$ cat src/rtl/tri_cmd_queue_if.sv
// Avalon-MM register bus and shader issue handshake for tri_cmd_queue.
// The slave modport is the queue's view; the master modport is the CPU/shader side.
interface tri_cmd_queue_if #(
    parameter int COORD_W = 16
);
    logic               chipselect;
    logic               write;
    logic               read;
    logic [7:0]         address;
    logic [COORD_W-1:0] writedata;
    logic [COORD_W-1:0] readdata;
    logic               irq;

    logic [COORD_W-1:0] v1x;
    logic [COORD_W-1:0] v1y;
    logic [COORD_W-1:0] v2x;
    logic [COORD_W-1:0] v2y;
    logic [COORD_W-1:0] v3x;
    logic [COORD_W-1:0] v3y;
    logic [COORD_W-1:0] color;
    logic               start;
    logic               done;

    modport slave (
        input  chipselect, write, read, address, writedata, done,
        output readdata, irq, v1x, v1y, v2x, v2y, v3x, v3y, color, start
    );

    modport master (
        output chipselect, write, read, address, writedata, done,
        input  readdata, irq, v1x, v1y, v2x, v2y, v3x, v3y, color, start
    );
endinterface

$ cat src/rtl/tri_cmd_queue.sv
// Triangle command queue: CPU stages vertices over Avalon, commits them into a FIFO,
// and an issue FSM hands one triangle at a time to the shader via start/done.
module tri_cmd_queue #(
    parameter int COORD_W = 16,
    parameter int DEPTH   = 4
) (
    input  logic           clk,
    input  logic           reset,
    tri_cmd_queue_if.slave bus
);
    localparam int PTR_W = (DEPTH > 1) ? $clog2(DEPTH) : 1;
    localparam int CNT_W = 5;
    localparam logic [CNT_W-1:0] DEPTH_C = CNT_W'(DEPTH);

    typedef struct packed {
        logic [COORD_W-1:0] v1x;
        logic [COORD_W-1:0] v1y;
        logic [COORD_W-1:0] v2x;
        logic [COORD_W-1:0] v2y;
        logic [COORD_W-1:0] v3x;
        logic [COORD_W-1:0] v3y;
        logic [COORD_W-1:0] color;
    } tri_t;

    typedef enum logic [1:0] {
        IDLE,
        LOAD,
        RUN
    } state_t;

    state_t             state_q;
    state_t             state_d;
    logic [COORD_W-1:0] stage_q [7];
    tri_t               mem [DEPTH];
    tri_t               out_q;
    logic [PTR_W-1:0]   wr_ptr;
    logic [PTR_W-1:0]   rd_ptr;
    logic [CNT_W-1:0]   count;
    logic               overflow;
    logic               irq_en;
    logic               irq_pend;
    logic [COORD_W-1:0] readdata_q;
    logic [COORD_W-1:0] rd_mux;
    logic [COORD_W-1:0] status;

    logic wr_en;
    logic rd_en;
    logic commit;
    logic ctrl_wr;
    logic flush;
    logic ovf_clr;
    logic irq_clr;
    logic pop;
    logic start;
    logic push_ok;
    logic push_drop;
    logic run_exit;
    logic irq_set;

    // Register decode; reset priority in the sequential blocks makes accesses during reset no-ops.
    assign wr_en     = bus.chipselect && bus.write;
    assign rd_en     = bus.chipselect && bus.read;
    assign commit    = wr_en && (bus.address == 8'd6);
    assign ctrl_wr   = wr_en && (bus.address == 8'd7);
    assign flush     = ctrl_wr && bus.writedata[2];
    assign ovf_clr   = ctrl_wr && bus.writedata[0];
    assign irq_clr   = ctrl_wr && bus.writedata[3];

    // A full FIFO still takes a commit when the LOAD pop frees a slot on the same edge.
    assign push_ok   = commit && ((count < DEPTH_C) || pop);
    assign push_drop = commit && !push_ok;
    assign run_exit  = (state_q == RUN) && bus.done;
    assign irq_set   = run_exit && (count == '0) && !push_ok;

    always_ff @(posedge clk) begin
        if (reset) state_q <= IDLE;
        else       state_q <= state_d;
    end

    // NOTE: every always_comb output gets a default first so no path leaves it unassigned (no latch).
    always_comb begin
        state_d = state_q;
        pop     = 1'b0;
        start   = 1'b0;
        case (state_q)
            IDLE: if ((count != '0) && !flush) state_d = LOAD;
            LOAD: begin
                pop     = 1'b1;
                state_d = RUN;
            end
            RUN: begin
                start = 1'b1;
                if (bus.done) state_d = IDLE;
            end
            default: state_d = IDLE;
        endcase
    end

    // NOTE: the triangle store is plain RAM with no reset; an entry is only read after a commit wrote it.
    always_ff @(posedge clk) begin
        if (!reset && push_ok) begin
            mem[wr_ptr] <= {stage_q[0], stage_q[1], stage_q[2], stage_q[3],
                            stage_q[4], stage_q[5], bus.writedata};
        end
    end

    // NOTE: state uses non-blocking assignments so every register samples pre-edge values.
    always_ff @(posedge clk) begin
        if (reset) begin
            for (int i = 0; i < 7; i++) stage_q[i] <= '0;
            wr_ptr     <= '0;
            rd_ptr     <= '0;
            count      <= '0;
            overflow   <= 1'b0;
            irq_en     <= 1'b0;
            irq_pend   <= 1'b0;
            readdata_q <= '0;
            out_q      <= '0;
        end else begin
            if (wr_en && (bus.address < 8'd7)) stage_q[bus.address[2:0]] <= bus.writedata;

            if (push_ok) wr_ptr <= wr_ptr + 1'b1;

            // Flush empties the queue by catching the read pointer up; the in-flight triangle is untouched.
            if (flush)    rd_ptr <= wr_ptr;
            else if (pop) rd_ptr <= rd_ptr + 1'b1;

            if (flush)                 count <= '0;
            else if (push_ok && !pop)  count <= count + 1'b1;
            else if (pop && !push_ok)  count <= count - 1'b1;

            if (pop) out_q <= mem[rd_ptr];

            if (ovf_clr)        overflow <= 1'b0;
            else if (push_drop) overflow <= 1'b1;

            if (ctrl_wr) irq_en <= bus.writedata[1];

            // Clearing wins over a completion that would set it on the same edge.
            if (irq_clr)      irq_pend <= 1'b0;
            else if (irq_set) irq_pend <= 1'b1;

            if (rd_en) readdata_q <= rd_mux;
        end
    end

    always_comb begin
        status      = '0;
        status[0]   = (count == '0);
        status[1]   = (count == DEPTH_C);
        status[2]   = (state_q != IDLE);
        status[3]   = overflow;
        status[4]   = irq_pend;
        status[9:5] = count;

        rd_mux = '0;
        if (bus.address < 8'd7)       rd_mux    = stage_q[bus.address[2:0]];
        else if (bus.address == 8'd7) rd_mux[1] = irq_en;
        else if (bus.address == 8'd8) rd_mux    = status;
    end

    assign bus.readdata = readdata_q;
    assign bus.irq      = irq_pend && irq_en;
    assign bus.start    = start;
    assign bus.v1x      = out_q.v1x;
    assign bus.v1y      = out_q.v1y;
    assign bus.v2x      = out_q.v2x;
    assign bus.v2y      = out_q.v2y;
    assign bus.v3x      = out_q.v3x;
    assign bus.v3y      = out_q.v3y;
    assign bus.color    = out_q.color;
endmodule

$ cat src/flat_wrapper.sv
// flat-port wrapper written by rule: the top's interface ports become plain ports
module tri_cmd_queue_flat 
#(
    parameter int COORD_W = 16,
    parameter int DEPTH   = 4
)
  (clk, reset, bus_chipselect, bus_write, bus_read, bus_address, bus_writedata, bus_done, bus_readdata, bus_irq, bus_v1x, bus_v1y, bus_v2x, bus_v2y, bus_v3x, bus_v3y, bus_color, bus_start);
  tri_cmd_queue_if #(.COORD_W(COORD_W)) bus_i ();
  input  logic clk;
  input  logic reset;
  input wire logic [$bits(bus_i.chipselect)-1:0] bus_chipselect;
  input wire logic [$bits(bus_i.write)-1:0] bus_write;
  input wire logic [$bits(bus_i.read)-1:0] bus_read;
  input wire logic [$bits(bus_i.address)-1:0] bus_address;
  input wire logic [$bits(bus_i.writedata)-1:0] bus_writedata;
  input wire logic [$bits(bus_i.done)-1:0] bus_done;
  output wire logic [$bits(bus_i.readdata)-1:0] bus_readdata;
  output wire logic [$bits(bus_i.irq)-1:0] bus_irq;
  output wire logic [$bits(bus_i.v1x)-1:0] bus_v1x;
  output wire logic [$bits(bus_i.v1y)-1:0] bus_v1y;
  output wire logic [$bits(bus_i.v2x)-1:0] bus_v2x;
  output wire logic [$bits(bus_i.v2y)-1:0] bus_v2y;
  output wire logic [$bits(bus_i.v3x)-1:0] bus_v3x;
  output wire logic [$bits(bus_i.v3y)-1:0] bus_v3y;
  output wire logic [$bits(bus_i.color)-1:0] bus_color;
  output wire logic [$bits(bus_i.start)-1:0] bus_start;
  assign bus_i.chipselect = bus_chipselect;
  assign bus_i.write = bus_write;
  assign bus_i.read = bus_read;
  assign bus_i.address = bus_address;
  assign bus_i.writedata = bus_writedata;
  assign bus_i.done = bus_done;
  assign bus_readdata = bus_i.readdata;
  assign bus_irq = bus_i.irq;
  assign bus_v1x = bus_i.v1x;
  assign bus_v1y = bus_i.v1y;
  assign bus_v2x = bus_i.v2x;
  assign bus_v2y = bus_i.v2y;
  assign bus_v3x = bus_i.v3x;
  assign bus_v3y = bus_i.v3y;
  assign bus_color = bus_i.color;
  assign bus_start = bus_i.start;
  tri_cmd_queue #(.COORD_W(COORD_W), .DEPTH(DEPTH)) u_core (.clk(clk), .reset(reset), .bus(bus_i));
endmodule
$ cat config.mk
export PLATFORM = sky130hd
export DESIGN_NAME = tri_cmd_queue_flat
export DESIGN_NICKNAME = d
export VERILOG_FILES = /design/src/rtl/tri_cmd_queue_if.sv /design/src/rtl/tri_cmd_queue.sv /design/src/flat_wrapper.sv
export SDC_FILE = /design/constraint.sdc
export NUM_CORES = 1
export LEC_CHECK = 0
export ABC_AREA = 1
export CAP_MARGIN = 10
export CELL_PAD_IN_SITES_DETAIL_PLACEMENT = 0
export CELL_PAD_IN_SITES_GLOBAL_PLACEMENT = 2
export CORE_MARGIN = 2
export CORE_UTILIZATION = 40
export DETAILED_ROUTE_END_ITERATION = 6
export GPL_ROUTABILITY_DRIVEN = 0
export HOLD_SLACK_MARGIN = 0.06
export PLACE_DENSITY = 0.75
export SLEW_MARGIN = 20
export SYNTH_ARGS = -nofsm -noshare
export SYNTH_HDL_FRONTEND = slang
export SYNTH_SLANG_ARGS = --single-unit
$ cat constraint.sdc
create_clock -name clk -period 11.1 [get_ports clk]
set_input_delay 1.11 -clock clk [delete_from_list [all_inputs] [get_ports clk]]
set_output_delay 1.11 -clock clk [all_outputs]
set_load 0.05 [all_outputs]
==> run metrics <==
Post-synth top flop=sky130_fd_sc_hd__edfxtp_1; most utilized layer in the global route result=met2; CTS tree=built; met3 track utilization from global routing=0.0340; global-route wire length before repair=108,000 um; main combinational cell family by area after synthesis=simple AND/OR/NAND/NOR gates; placeable core region=0.0689 sq mm; Clk pin slew, worst setup/hold paths=60 ps; Worst Path Arrival=5490 ps; standard-cell row count=96; aggregate routed wire length=72,500 um; fin crit period=5260 ps; half-perimeter wire length of the detailed placement result=45,800 um; Congestion Overflow GR=0; adder-cell share of the synthesized area=0.00430; Post-Syn Instances=2,486; wire per inst=20.1 um; antenna violation net count after detailed routing=0; type of element capturing the critical path=flop; skew final=31.0 ps; portion of netlist area occupied by mux cells=0; met1 track utilization from global routing=0.287; sum of negative setup slack=0 ps; Area growth, synth to finish=18.0%; cell at the root of the clock tree=sky130_fd_sc_hd__clkbuf_16; Vias=18.3k; Slew Viols, Final=0; run status=finished clean; fraction of the mapped netlist area in compound gates=0.0928; worst hold slack across all endpoints=473 ps; Worst Path Class, Setup=in2reg; number of distinct standard cells referenced by the synthesized netlist=35; final period utilization=0.474; origin of the worst min-delay path=u_core.bus.readdata[14]$_SDFFE_PP0P_; number of fillers in the final layout=6,263; top flop regs=u_core.mem (448), u_core.stage_q (128); IO Count=160; horizontal die dimension=268 um; Post-Synth XOR/XNOR Area=0.000940; clock buffer count from CTS=78; global routing usage summed across all routing layers=0.201; number of buffers added on ports=159; initial core utilization=0.406; Max Fanout on Critical Path=57; Crit path required time=11,330 ps; largest net degree at the start of global routing=115; unrepaired setup endpoints after global routing=no; mean area per synthesized cell=11.2 sq um; final setup violation count=0; static leakage power=12.1 nW; detailed router's first-iteration violation count=1,694; share of cells above drive strength 1=0.0692; die span in y=268 um; via count of the first global-routing pass=17.2k; total iterations of the first detailed-routing run=6; Clock Path Buffers=3; GRT met2 Usage=0.320; number of flip-flops under the largest register name=448; post_cts resized=0; number of max-cap violations=0; yosys synthesis warning count=0; first element of the critical path=bus_address[2]; antenna diode count=0; Net count, final=2,661; startpoint type of the worst setup path=input pin; total internal power=5.01 mW; logic gate share of total power=0.204; final hold violation count=0; async set-or-reset flop fraction in the synthesized netlist=0; total DRC errors in the routed layout=0; Netlist Area Pre-Place=0.0280 sq mm; Max H-tree Level=3; worst slew pin tran=1040 ps; Die Area=0.0720 sq mm; Biggest register=u_core.mem; initial antenna violation count=2; power per unit of standard cell area=217 mW/mm^2; proportion of power drawn by the clock network=0.358; number of post-CTS setup repair buffers=0; path category of the worst min-delay check=reg2reg; VDD IR max=127 uV; Switching Power=2.17 mW; switching share of total power=0.302; beginning of the worst register-to-register path=u_core.count[2]$_SDFFE_PP0P_; synthesis-stage register bit count=718; CTS Sinks=718; via/cell ratio=5.07; simple-gate share of the synthesized area=0.140; count of flip-flops with a built-in enable after synthesis=560; Post-CTS Hold Fix Bufs=0; Max Freq=190 MHz; clk_lat worst skew=630 ps; portion of total power attributed to sequential cells=0.438; sequential share of the synthesized area=0.714; relative slew slack=0.300
metrics by stage:
| stage | cells | setup slack (ps) | cell area (sq um) | util | total power, mW |
|---|---|---|---|---|---|
| after detailed placement | 3473 | 5210 | 30400 | 0.442 | 4.68 |
| after floorplan | 2501 | 3820 | 28000 | - | 4.20 |
| after global routing | 3617 | 5550 | 33000 | 0.479 | 7.52 |
| final | 3617 | 5840 | 33000 | 0.479 | 7.17 |
| after CTS | 3617 | 5860 | 33000 | 0.478 | 7.26 |
| after global placement | 3473 | 5200 | 30400 | 0.442 | 4.67 |
per-layer routing:
layer  vias up  routed length, um
met5         -                 16
met4         2               1350
met3        83               4240
met2       506              33900
met1      8931              33100
li1       8818                  -
cells in the final DEF, fill, tap and decap left out, types with 10 or more instances in the layout:
| master | count |
|---|---|
| sky130_fd_sc_hd__clkdlybuf4s50_1 | 158 |
| sky130_fd_sc_hd__edfxtp_1 | 560 |
| sky130_fd_sc_hd__o32ai_1 | 112 |
| sky130_fd_sc_hd__dfxtp_1 | 156 |
| sky130_fd_sc_hd__conb_1 | 16 |
| sky130_fd_sc_hd__nor2_1 | 748 |
| sky130_fd_sc_hd__clkbuf_16 | 81 |
| sky130_fd_sc_hd__inv_1 | 183 |
| sky130_fd_sc_hd__nand4_1 | 22 |
| sky130_fd_sc_hd__inv_2 | 10 |
| sky130_fd_sc_hd__nand3_1 | 35 |
| sky130_fd_sc_hd__clkinv_2 | 16 |
| sky130_fd_sc_hd__buf_4 | 28 |
| sky130_fd_sc_hd__nor2_2 | 10 |
| sky130_fd_sc_hd__a21oi_1 | 38 |
| sky130_fd_sc_hd__o21ai_0 | 261 |
| sky130_fd_sc_hd__nand2_1 | 148 |
| sky130_fd_sc_hd__clkinv_1 | 19 |
| sky130_fd_sc_hd__clkbuf_1 | 11 |
kinds of logic after synthesis:
| logic type | count (synthesis) |
|---|---|
| AO/OA/AOI/OAI | 426 |
| XOR/XNOR | 3 |
| adder cells (fa/ha/maj) | 9 |
| buffers and inverters | 343 |
| flip-flops | 718 |
| other | 1 |
| AND/OR/NAND/NOR | 986 |
area by class of cell:
class | count | area, sq um | share of cell area
Sequential cell | 718 | 20000 | 0.606
Clock buffer | 97 | 2140 | 0.0648
Inverter | 196 | 742 | 0.0225
Timing Repair Buffer | 188 | 1810 | 0.0550
Tap cell | 931 | 1160 | 0.0353
Multi-Input combinational cell | 1440 | 6740 | 0.204
Clock inverter | 47 | 413 | 0.0125
synth_stat cells (4+ instances only):
library cell               number  share of area
sky130_fd_sc_hd__nand2_1      148          0.020
sky130_fd_sc_hd__nand3_1       35         0.0063
sky130_fd_sc_hd__buf_2         15         0.0027
sky130_fd_sc_hd__inv_2         12         0.0016
sky130_fd_sc_hd__nor2_2        10         0.0022
sky130_fd_sc_hd__o211ai_1       7         0.0019
sky130_fd_sc_hd__a21oi_1       38         0.0068
sky130_fd_sc_hd__dfxtp_1      158           0.11
sky130_fd_sc_hd__nand2_2        4        0.00089
sky130_fd_sc_hd__nor2_1       752           0.10
sky130_fd_sc_hd__o21ai_0      262          0.047
sky130_fd_sc_hd__nor3_1         5        0.00089
sky130_fd_sc_hd__edfxtp_1     560           0.60
sky130_fd_sc_hd__o221ai_1       5         0.0016
sky130_fd_sc_hd__ha_1           8         0.0036
sky130_fd_sc_hd__buf_1         27         0.0036
sky130_fd_sc_hd__nand4_1       22         0.0049
sky130_fd_sc_hd__clkbuf_1     101          0.014
sky130_fd_sc_hd__inv_1        183          0.025
sky130_fd_sc_hd__o32ai_1      112          0.035
power groups by stage:
stage	Sequential (mW)	Combinational [mW]	Clock [mW]
2_1_floorplan	3.52	0.678	0
3_3_place_gp	3.19	1.47	0
3_5_place_dp	3.20	1.48	0
4_1_cts	3.14	1.49	2.63
5_1_grt	3.16	1.62	2.74
6_report	3.14	1.46	2.57
critical path, stage by stage:
cell and delay [ps]:
sky130_fd_sc_hd__clkdlybuf4s50_1 1130, sky130_fd_sc_hd__inv_2 380, sky130_fd_sc_hd__nor2_1 280, sky130_fd_sc_hd__nand3_1 120, sky130_fd_sc_hd__nor3_2 420, sky130_fd_sc_hd__nand2_1 340, sky130_fd_sc_hd__nor2_4 140, sky130_fd_sc_hd__buf_4 700
sky130_fd_sc_hd__buf_4 820
path summary, 6_finish.rpt:
kind / to / slack (ps) / cells past startpoint
worst max-delay path: u_core.mem[1][58]$_DFFE_PP_ / 5840 / 9
worst min-delay path: u_core.bus.readdata[14]$_SDFFE_PP0P_ / 470 / 2
worst max register to register: u_core.mem[1][58]$_DFFE_PP_ / 7390 / 9
worst min register to register: u_core.bus.readdata[14]$_SDFFE_PP0P_ / 470 / 2
Note: power is estimated with default switching activity, not from simulation.
